--- config.mk ---
export PLATFORM = sky130hd
export DESIGN_NAME = sprite_compositor
export DESIGN_NICKNAME = d
export VERILOG_FILES = /design/src/rtl/sprite_pkg.sv /design/src/rtl/sprite_channel.sv /design/src/rtl/sprite_compositor.sv
export SDC_FILE = /design/constraint.sdc
export NUM_CORES = 1
export LEC_CHECK = 0
export ABC_AREA = 1
export CORE_UTILIZATION = 40
export CTS_CLUSTER_SIZE = 30
export DETAILED_ROUTE_END_ITERATION = 12
export HOLD_SLACK_MARGIN = 0.15
export PLACE_DENSITY_LB_ADDON = 0.15
export SLEW_MARGIN = 30
export SYNTH_ARGS = -nofsm -noshare
export SYNTH_HDL_FRONTEND = slang
export SYNTH_HIERARCHICAL = 1
export SYNTH_SLANG_ARGS = --single-unit
--- constraint.sdc ---
create_clock -name clk -period 11 [get_ports clk]
set_input_delay 1.1 -clock clk [delete_from_list [all_inputs] [get_ports clk]]
set_output_delay 1.1 -clock clk [all_outputs]
set_load 0.05 [all_outputs]
--- src/rtl/sprite_pkg.sv ---
// sprite_pkg
// Shared constants for the sprite compositor: the default geometry and
// widths, and the two background colours shown wherever no sprite is opaque.
// The background colours are 12-bit RGB (4:4:4).
package sprite_pkg;

    localparam int DEF_NUM_SPRITES = 4;
    localparam int DEF_SPRITE_W    = 75;
    localparam int DEF_SPRITE_H    = 75;
    localparam int DEF_ADDR_W      = 13;
    localparam int DEF_X_W         = 10;
    localparam int DEF_Y_W         = 9;
    localparam int DEF_COLOR_W     = 12;

    localparam logic [11:0] BG_ON_COLOR  = 12'h000;
    localparam logic [11:0] BG_OFF_COLOR = 12'hFFF;

endpackage

--- src/rtl/sprite_channel.sv ---
// sprite_channel
// One sprite slot: it holds the double-buffered position, enable and colour,
// tests whether the current pixel lies inside the sprite box, and forms the
// mask ROM address for that pixel.
//
// Ports:
//   clk, reset          pixel clock, async active-high reset
//   wr                  shadow register write strobe (already decoded for this slot)
//   cfg_x/y/en/color    values written into the shadow registers
//   frame_end           copies the shadow registers into the active registers
//   pix_x, pix_y        current pixel coordinate
//   in_box              pixel lies inside the active sprite box (combinational)
//   addr                mask ROM address, 0 when outside the box (combinational)
//   en, color           active enable and colour
module sprite_channel
    import sprite_pkg::*;
#(
    parameter int SPRITE_W = DEF_SPRITE_W,
    parameter int SPRITE_H = DEF_SPRITE_H,
    parameter int ADDR_W   = DEF_ADDR_W,
    parameter int X_W      = DEF_X_W,
    parameter int Y_W      = DEF_Y_W,
    parameter int COLOR_W  = DEF_COLOR_W
) (
    input  logic               clk,
    input  logic               reset,
    input  logic               wr,
    input  logic [X_W-1:0]     cfg_x,
    input  logic [Y_W-1:0]     cfg_y,
    input  logic               cfg_en,
    input  logic [COLOR_W-1:0] cfg_color,
    input  logic               frame_end,
    input  logic [X_W-1:0]     pix_x,
    input  logic [Y_W-1:0]     pix_y,
    output logic               in_box,
    output logic [ADDR_W-1:0]  addr,
    output logic               en,
    output logic [COLOR_W-1:0] color
);

    logic [X_W-1:0]     sh_x, act_x;
    logic [Y_W-1:0]     sh_y, act_y;
    logic               sh_en, act_en;
    logic [COLOR_W-1:0] sh_color, act_color;

    // On a cycle that has both a write and frame_end, the active copy takes
    // the old shadow value because both updates sample pre-edge state.
    always_ff @(posedge clk or posedge reset) begin
        if (reset) begin
            sh_x      <= '0;
            sh_y      <= '0;
            sh_en     <= 1'b0;
            sh_color  <= '0;
            act_x     <= '0;
            act_y     <= '0;
            act_en    <= 1'b0;
            act_color <= '0;
        end else begin
            if (wr) begin
                sh_x     <= cfg_x;
                sh_y     <= cfg_y;
                sh_en    <= cfg_en;
                sh_color <= cfg_color;
            end
            if (frame_end) begin
                act_x     <= sh_x;
                act_y     <= sh_y;
                act_en    <= sh_en;
                act_color <= sh_color;
            end
        end
    end

    // The box edges are computed one bit wider than the coordinates, so a
    // sprite that runs off the right or bottom edge is clipped, never wrapped.
    logic [X_W:0]   x_ext, x_lo, x_hi;
    logic [Y_W:0]   y_ext, y_lo, y_hi;
    logic [X_W-1:0] dx;
    logic [Y_W-1:0] dy;

    always_comb begin
        x_ext  = {1'b0, pix_x};
        x_lo   = {1'b0, act_x};
        x_hi   = x_lo + (X_W+1)'(SPRITE_W);
        y_ext  = {1'b0, pix_y};
        y_lo   = {1'b0, act_y};
        y_hi   = y_lo + (Y_W+1)'(SPRITE_H);
        in_box = (x_ext >= x_lo) && (x_ext < x_hi) &&
                 (y_ext >= y_lo) && (y_ext < y_hi);
        dx     = pix_x - act_x;
        dy     = pix_y - act_y;
        addr   = '0;
        if (in_box) begin
            addr = ADDR_W'(dy) * ADDR_W'(SPRITE_W) + ADDR_W'(dx);
        end
    end

    assign en    = act_en;
    assign color = act_color;

endmodule

--- src/rtl/sprite_compositor.sv ---
// sprite_compositor
// Overlays up to NUM_SPRITES 1-bit-mask sprites on a 1-bit background. Each
// pixel takes two cycles: cycle 1 issues the ROM addresses and registers the
// box hits, cycle 2 combines them with the ROM data and registers the colour.
// The lowest-numbered opaque sprite wins.
//
// Optional build macro: SPRITE_COLLISION_EN adds a per-frame collision
// accumulator; without it collision_flags is tied to 0.
//
// Ports:
//   clk, reset          pixel clock, async active-high reset
//   pix_x, pix_y        current pixel coordinate
//   pix_active          visible region
//   frame_end           one-cycle pulse between frames
//   bg_bit              background mask bit for the current pixel
//   cfg_we, cfg_sel     shadow register write strobe and target sprite
//   cfg_x/y/en/color    sprite position, enable and colour
//   spr_addr            mask ROM addresses, sprite i in [i*ADDR_W +: ADDR_W]
//   spr_bit             mask ROM data, one cycle after spr_addr
//   rgb                 composited colour
//   collision_flags     sprites that overlapped another sprite last frame
module sprite_compositor
    import sprite_pkg::*;
#(
    parameter int NUM_SPRITES = DEF_NUM_SPRITES,
    parameter int SPRITE_W    = DEF_SPRITE_W,
    parameter int SPRITE_H    = DEF_SPRITE_H,
    parameter int ADDR_W      = DEF_ADDR_W,
    parameter int X_W         = DEF_X_W,
    parameter int Y_W         = DEF_Y_W,
    parameter int COLOR_W     = DEF_COLOR_W,
    localparam int SEL_W      = (NUM_SPRITES > 1) ? $clog2(NUM_SPRITES) : 1
) (
    input  logic                          clk,
    input  logic                          reset,
    input  logic [X_W-1:0]                pix_x,
    input  logic [Y_W-1:0]                pix_y,
    input  logic                          pix_active,
    input  logic                          frame_end,
    input  logic                          bg_bit,
    input  logic                          cfg_we,
    input  logic [SEL_W-1:0]              cfg_sel,
    input  logic [X_W-1:0]                cfg_x,
    input  logic [Y_W-1:0]                cfg_y,
    input  logic                          cfg_en,
    input  logic [COLOR_W-1:0]            cfg_color,
    output logic [NUM_SPRITES*ADDR_W-1:0] spr_addr,
    input  logic [NUM_SPRITES-1:0]        spr_bit,
    output logic [COLOR_W-1:0]            rgb,
    output logic [NUM_SPRITES-1:0]        collision_flags
);

    logic [NUM_SPRITES-1:0] in_box;
    logic [NUM_SPRITES-1:0] spr_en;
    logic [NUM_SPRITES-1:0] hit;
    logic [COLOR_W-1:0]     spr_color [NUM_SPRITES];

    for (genvar i = 0; i < NUM_SPRITES; i++) begin : g_chan
        logic wr;

        // The extra compare bit makes a selector beyond the last sprite
        // match nothing, so such writes are dropped.
        assign wr = cfg_we && ({1'b0, cfg_sel} == (SEL_W+1)'(i));

        sprite_channel #(
            .SPRITE_W (SPRITE_W),
            .SPRITE_H (SPRITE_H),
            .ADDR_W   (ADDR_W),
            .X_W      (X_W),
            .Y_W      (Y_W),
            .COLOR_W  (COLOR_W)
        ) u_chan (
            .clk       (clk),
            .reset     (reset),
            .wr        (wr),
            .cfg_x     (cfg_x),
            .cfg_y     (cfg_y),
            .cfg_en    (cfg_en),
            .cfg_color (cfg_color),
            .frame_end (frame_end),
            .pix_x     (pix_x),
            .pix_y     (pix_y),
            .in_box    (in_box[i]),
            .addr      (spr_addr[i*ADDR_W +: ADDR_W]),
            .en        (spr_en[i]),
            .color     (spr_color[i])
        );

        assign hit[i] = in_box[i] && spr_en[i];
    end

    // First stage: hold the pixel's box hits and background alongside the
    // ROM read that is in flight.
    logic [NUM_SPRITES-1:0] hit_q;
    logic                   bg_q;
    logic                   act_q;

    always_ff @(posedge clk or posedge reset) begin
        if (reset) begin
            hit_q <= '0;
            bg_q  <= 1'b0;
            act_q <= 1'b0;
        end else begin
            hit_q <= hit;
            bg_q  <= bg_bit;
            act_q <= pix_active;
        end
    end

    logic [NUM_SPRITES-1:0] opaque;
    logic [COLOR_W-1:0]     rgb_next;

    // Scanning from the top index down lets the lowest opaque index win.
    always_comb begin
        opaque   = hit_q & spr_bit;
        rgb_next = '0;
        if (act_q) begin
            rgb_next = bg_q ? COLOR_W'(BG_ON_COLOR) : COLOR_W'(BG_OFF_COLOR);
            for (int i = NUM_SPRITES - 1; i >= 0; i--) begin
                if (opaque[i]) begin
                    rgb_next = spr_color[i];
                end
            end
        end
    end

    always_ff @(posedge clk or posedge reset) begin
        if (reset) begin
            rgb <= '0;
        end else begin
            rgb <= rgb_next;
        end
    end

`ifdef SPRITE_COLLISION_EN
    logic [NUM_SPRITES-1:0] coll_acc;
    logic [NUM_SPRITES-1:0] coll_next;

    // A sprite is flagged when it is opaque on a visible pixel together with
    // at least one other opaque sprite.
    always_comb begin
        coll_next = coll_acc;
        if (act_q && ($countones(opaque) > 1)) begin
            coll_next = coll_acc | opaque;
        end
    end

    always_ff @(posedge clk or posedge reset) begin
        if (reset) begin
            coll_acc        <= '0;
            collision_flags <= '0;
        end else if (frame_end) begin
            collision_flags <= coll_next;
            coll_acc        <= '0;
        end else begin
            coll_acc <= coll_next;
        end
    end
`else
    assign collision_flags = '0;
`endif

endmodule

Word-level counts from Yosys, hierarchy flattened
Index checks and enable logic that the tools add are counted.

operators by class
  mux-type cells = 10
  multiply operators = 4
  $lt $le $gt $ge = 16
  add/sub/neg operators = 20
  div/mod/pow operators = 0
  equality and inequality tests = 3
  bitwise logic cells = 1
  shifts and indexed selects = 0
  reduce and logical (&&, ||, !) cells = 21

operators by type and width
  cell                                                                  count
  12-bit two-way mux                                                    6
  13-bit by 10-bit adder with 13-bit output                             4
  9-bit by 7-bit multiplier with 13-bit output (second input constant)  4
  13-bit two-way mux                                                    4
  10-bit by 7-bit adder with 11-bit output (second input constant)      4
  10-bit by 11-bit < comparator with 1-bit output                       4
  9-bit by 7-bit adder with 10-bit output (second input constant)       4
  10-bit greater-or-equal comparator                                    4
  9-bit by 10-bit < comparator with 1-bit output                        4
  10-bit subtractor                                                     4
  9-bit greater-or-equal comparator                                     4
  9-bit subtractor                                                      4
  1-bit logical AND                                                     20
  4-bit AND                                                             1
  2-bit == test (second input constant)                                 2
  2-bit by 1-bit == test with 1-bit output (second input constant)      1
  2-bit zero test                                                       1

word-level totals
  output and inout bits = 68
  memories kept = 0
  flip-flop bits (word level) = 274
  bits in latches = 0
  ROM bits = 0
  bits of input ports = 63
  bits in writable memories = 0

Longest topological paths before layout
  depth in word-level cells = 6
  mapped depth = 29
  gate-level depth less buffers = 29

Modules after synthesis
Netlist, hierarchy kept.

modules (own cells, without submodules)
  module                              area an instance (um2)  sequential area each (um2)  times used  cells an instance
  sprite_channel at g_chan[0].u_chan  5601.6                  1601.5                      1           685
  sprite_channel at g_chan[3].u_chan  5544.1                  1601.5                      1           683
  sprite_channel at g_chan[1].u_chan  5541.6                  1601.5                      1           678
  sprite_channel at g_chan[2].u_chan  5540.3                  1601.5                      1           686
  sprite_compositor                   1345.0                  450.4                       1           187

Worst setup path before layout
No wires, ideal clock.

  kind = input port to output port
  start point = input port pix_y[0]
  end point = output port spr_addr[25]
  arrival = 5.549 ns
  path buffers = 0
  path slack = 4.351 ns
  stages = 27
  cell sequence = inv_1 > ha_1 > inv_1 > fa_1 > nand2_1 > nand2_1 > nand3_1 > nand2_1 > nand2_1 > nand2_1 > inv_1 > ha_1 > ha_1 > inv_1 > fa_1 > fa_1 > inv_1 > ha_1 > a21oi_1 > nand2_1 > nand2_1 > nand2_1 > a31oi_1 > inv_1 > nand2_1 > nand2_1 > nor2_1

on the way
  cells in the longest elaborated chain, start to end = 4
  elaborated cells between the ends (all ways) = 8
  classes of those cells = 2 x add/sub; 1 x mul; 2 x order compare; 1 x mux; 2 x reduce/logical

RTL lines
  what                                                                                      RTL line                                    text
  start, declared                                                                           sprite_compositor.sv:37                     input logic [Y_W-1:0] pix_y,
  9-bit subtractor / 9-bit greater-or-equal comparator (equally long branches)              sprite_channel.sv:91, sprite_channel.sv:89
  9-bit by 7-bit multiplier with 13-bit output / 1-bit logical AND (equally long branches)  sprite_channel.sv:94, sprite_channel.sv:88
  13-bit by 10-bit adder with 13-bit output / 1-bit logical AND (equally long branches)     sprite_channel.sv:94, sprite_channel.sv:89
  13-bit two-way mux (*)                                                                    sprite_channel.sv:93                        if (in_box) begin
  end, declared                                                                             sprite_compositor.sv:47                     output logic [NUM_SPRITES*ADDR_W-1:0] spr_addr,

Every way passes the cells marked *; elsewhere a longest branch is shown, timed or not.

Worst setup path after layout
  start point = input port pix_x[2]
  end point = output port spr_addr[51]

on the way
  cells in the longest elaborated chain, start to end = 5
  elaborated cells between the ends (all ways) = 8
  classes of those cells = 2 x add/sub; 2 x order compare; 1 x mux; 3 x reduce/logical

RTL lines
  what                                                                                               RTL line                 text
  start, declared                                                                                    sprite_compositor.sv:36  input logic [X_W-1:0] pix_x,
  parallel branches: the longest is 4 deep, another holds 13-bit by 10-bit adder with 13-bit output  --
  13-bit two-way mux (*)                                                                             sprite_channel.sv:93

Every way passes the cells marked *.

==> metrics.md <==
| Metric | Value |
|---|---|
| Worst Tran Pin Value | `0.914 ns` |
| Main synth FF type | `dfrtp_1` |
| CTS tree | `yes` |
| Utilization after layout | `45.6%` |
| Synthesized flop and latch total | `274` |
| Sequential fraction of the synthesis area | `29.1%` |
| Hold Vio Cnt, Final | `0` |
| Via count of the first global-routing pass | `~19000` |
| CTS Sinks | `roughly 270` |
| Critical Path Source Type | `input pin` |
| Row cnt | `88` |
| Crit path max fanout | `8` |
| Final wirelength | `approximately 59 mm` |
| Hold Buf Count CTS | `0` |
| Post-synth ARST share | `100%` |
| Routed vias | `18919` |
| Worst Clk Skew | `0.0322 ns` |
| Pre-CTS setup slack | `2.55 ns` |
| WP data required | `9.90 ns` |
| Final slew viol count | `0` |
| Final min period | `between 8 and 9 ns` |
| PortBufs | `around 130` |
| Total GRT Usage | `approximately a fifth` |
| Critical setup path kind | `input pin to output pin` |
| Setup TNS | `0 ns` |
| Cells after synthesis | `2919` |
| Synth unique cells | `50` |
| RSZ-0062 raised after global routing | `false` |
| Synth Warn # | `6` |
| Total CTS buffers | `27` |
| H-tree depth | `1` |
| Hold Startpoint | `g_chan[3].u_chan/sh_x[7]$_DFFE_PP0P_` |
| Max Cap Viol | `0` |
| Post-synthesis cell area | `23600 µm²` |
| Clk buf depth | `3` |
| Main area contributors after synthesis | `dfrtp_1 29%, ha_1 16%, inv_1 8.9%` |
| Synth top area share | `about 29%` |
| Mux cell area share after synthesis | `3.63%` |
| Final HPWL DP | `~45 mm` |
| Initial Util | `40.7%` |
| Worst Hold Class | `flip-flop to flip-flop` |
| Synth Area in Compound Gates | `9.87%` |
| Post-route DRC | `0` |
| Layout cell share with drive strength beyond 1 | `8.62%` |
| Antenna-violating nets left | `0` |
| FMAX | `about 120 MHz` |
| Synth Area in XOR/XNOR | `between 5 and 6%` |
| Detailed-route wire length per cell | `15.6 µm` |
| Largest net degree at the start of global routing | `101` |
| Gr ovfl total | `0` |
| Antenna violations before repair | `2` |
| Slew Limit Headroom | `39.1%` |
| Worst reg2reg startpoint | `g_chan[2].u_chan/act_y[0]$_DFFE_PP0P_` |
| Post-synth top area cell | `dfrtp_1` |
| Core Area | `57900 µm²` |
| Setup Fix Bufs, Post-CTS | `0` |
| Die Wd | `around 240 µm` |
| DRT iter0 DRCs | `948` |
| CP startpoint | `pix_x[2]` |
| Largest family of logic cells by synthesized area | `adder cells` |
| Mapped Avg Cell Area | `8.08 µm²` |
| Layout area overhead | `12.1%` |
| Count of final setup violators | `0` |
| Clk Tree Root Cell | `clkbuf_16` |
| Period utilisation layout | `around three quarters` |
| Vias per inst | `4.97` |
| DIE HEIGHT | `approximately 240 µm` |
| Critical path capture point type | `output pin` |
| Number of flops mapped to enable cells by yosys | `0` |
| Status | `finished, final reports clean` |
| Num ports | `131` |
| Clk_lat worst skew | `between 0.5 and 0.6 ns` |
| Worst-path clk slew | `0.06 ns` |
| Die area | `between 50000 and 60000 µm²` |
| TritonRoute pass-1 iters | `5` |
| Synth Area in Adders | `22.5%` |
| Data arrival, critical path | `7.34 ns` |
| Cts repair resizes | `0` |
| Simple-Gate Fraction of Synth Area | `between 10% and 20%` |
| Final WS setup | `2.56 ns` |
| RePlAce Congestion | `0.856` |
| First-pass GRT wire length | `96.9 mm` |
| Nets | `about 3500` |
-- metal layers --
metal  global-route usage (%)  vias to the layer above  part of all wire [%]
met2                     35.2                      288                    48
met5                        0                        -                 0.029
met3                     1.98                       48                   3.7
met1                     27.2                     9104                    47
li1                         -                     9477                     -
met4                     2.76                        2                   1.3
-- critical path: stages --
cell	delay, ns
clkdlybuf4s50_1	0.83
ha_1	0.62
nand2_1	0.09
o21ai_0	0.38
nand4_1	0.20
nand2_1	0.10
nand2_1	0.06
nand2_1	0.06
a21oi_1	0.07
xnor2_1	0.25
ha_1	0.30
fa_1	0.50
inv_1	0.06
fa_1	0.53
inv_1	0.05
ha_1	0.33
inv_1	0.13
o21ai_0	0.13
a31oi_1	0.15
nand2_1	0.07
a31oi_1	0.25
inv_1	0.07
nand2_1	0.07
nand2_1	0.05
nor2_1	0.08
clkdlybuf4s50_1	0.81
-- Yosys cell counts (3+ instances only) --
cell type,instances
nand3_2,14
nor2_1,155
nand3_4,5
a21oi_1,146
o21ai_1,4
or2_4,4
inv_1,558
dfrtp_1,274
nor2_4,14
buf_2,7
a31oi_1,21
or2_0,10
ha_1,308
nand2_1,550
clkbuf_1,30
a31o_2,4
xnor2_1,37
fa_1,72
buf_6,4
nand3_1,135
a21oi_4,4
inv_2,9
o21a_1,4
a21o_1,19
o2111ai_1,3
nand4_1,22
nand3b_1,6
nor2_2,26
mux2_2,76
o21ai_0,177
a21oi_2,14
or2_2,6
nand2_2,13
nor3_1,25
buf_1,18
buf_4,7
xor2_1,104
nor4_1,3
o21bai_1,13
nand2_4,4
-- worst paths after layout --
path / end / cells after the start / slack (ns)
worst max-delay path: spr_addr[51] / 26 / 2.56
worst min-delay path: g_chan[3].u_chan/act_x[7]$_DFFE_PP0P_ / 2 / 0.46
worst max register to register: hit_q[2]$_DFF_PP0_ / 16 / 8.03
worst min register to register: g_chan[3].u_chan/act_x[7]$_DFFE_PP0P_ / 2 / 0.46
max in group asynchronous: g_chan[2].u_chan/act_y[7]$_DFFE_PP0P_ / 3 / 8.98
min in group asynchronous: g_chan[2].u_chan/sh_color[9]$_DFFE_PP0P_ / 2 / 0.96
-- cells by family (layout without fill, tap and decap cells) --
kind of cell	after synthesis	count (layout)
other	1	5
AND/OR/NAND/NOR	996	996
adder cells (fa/ha/maj)	380	380
XOR/XNOR	143	143
AO/OA/AOI/OAI	414	414
flip-flops	274	274
buffers and inverters	635	753
multiplexers	76	76
-- state kept, by name, summed over array words and instances, names as in the netlist --
name,flops
g_chan.u_chan/sh_color,48
g_chan.u_chan/act_y,36
g_chan.u_chan/color,48
rgb,12
bg_q,1
g_chan.u_chan/en,4
g_chan.u_chan/sh_en,4
g_chan.u_chan/act_x,40
act_q,1
g_chan.u_chan/sh_y,36
hit_q,4
g_chan.u_chan/sh_x,40
-- cell type report --
cell class                 instances  area (µm²)
fill                            5766       31500
multi-input combinational       2013       14300
sequential                       274        6860
inverter                         567        2130
timing repair buffer             138        1350
tap                              765         957
clock buffer                      38         777
clock inverter                    10        93.8
antenna                            1        2.50
-- through the flow --
stage / std cells / hold slack (ns) / area (µm²)
floorplan: 2922 / 0.432 / 23600
global placement: 3757 / 0.456 / 25600
detailed placement: 3757 / 0.454 / 25600
CTS: 3805 / 0.462 / 26400
global route: 3805 / 0.497 / 26400
finish: 3806 / 0.461 / 26400
-- layout by cell type (no fill, tap or decap), drive strengths merged, types with 2 or more instances in the layout --
cell	n
clkbuf	38
conb	4
nand4	22
o21bai	13
clkdlybuf4s50	123
nor3	25
o21ai	181
o21a	4
or2	20
nor4	3
ha	308
buf	15
nand3b	6
o2111ai	3
a31o	4
xnor2	37
inv	568
a31oi	21
mux2	76
a21oi	164
fa	72
xor2	106
nand3	154
nor2	195
o31a	2
nand2	567
dfrtp	274
and2	3
a21o	19
clkinv	8
Power is not shown: default switching activity piles up to over one toggle a cycle in this logic, so the estimate is an artifact.
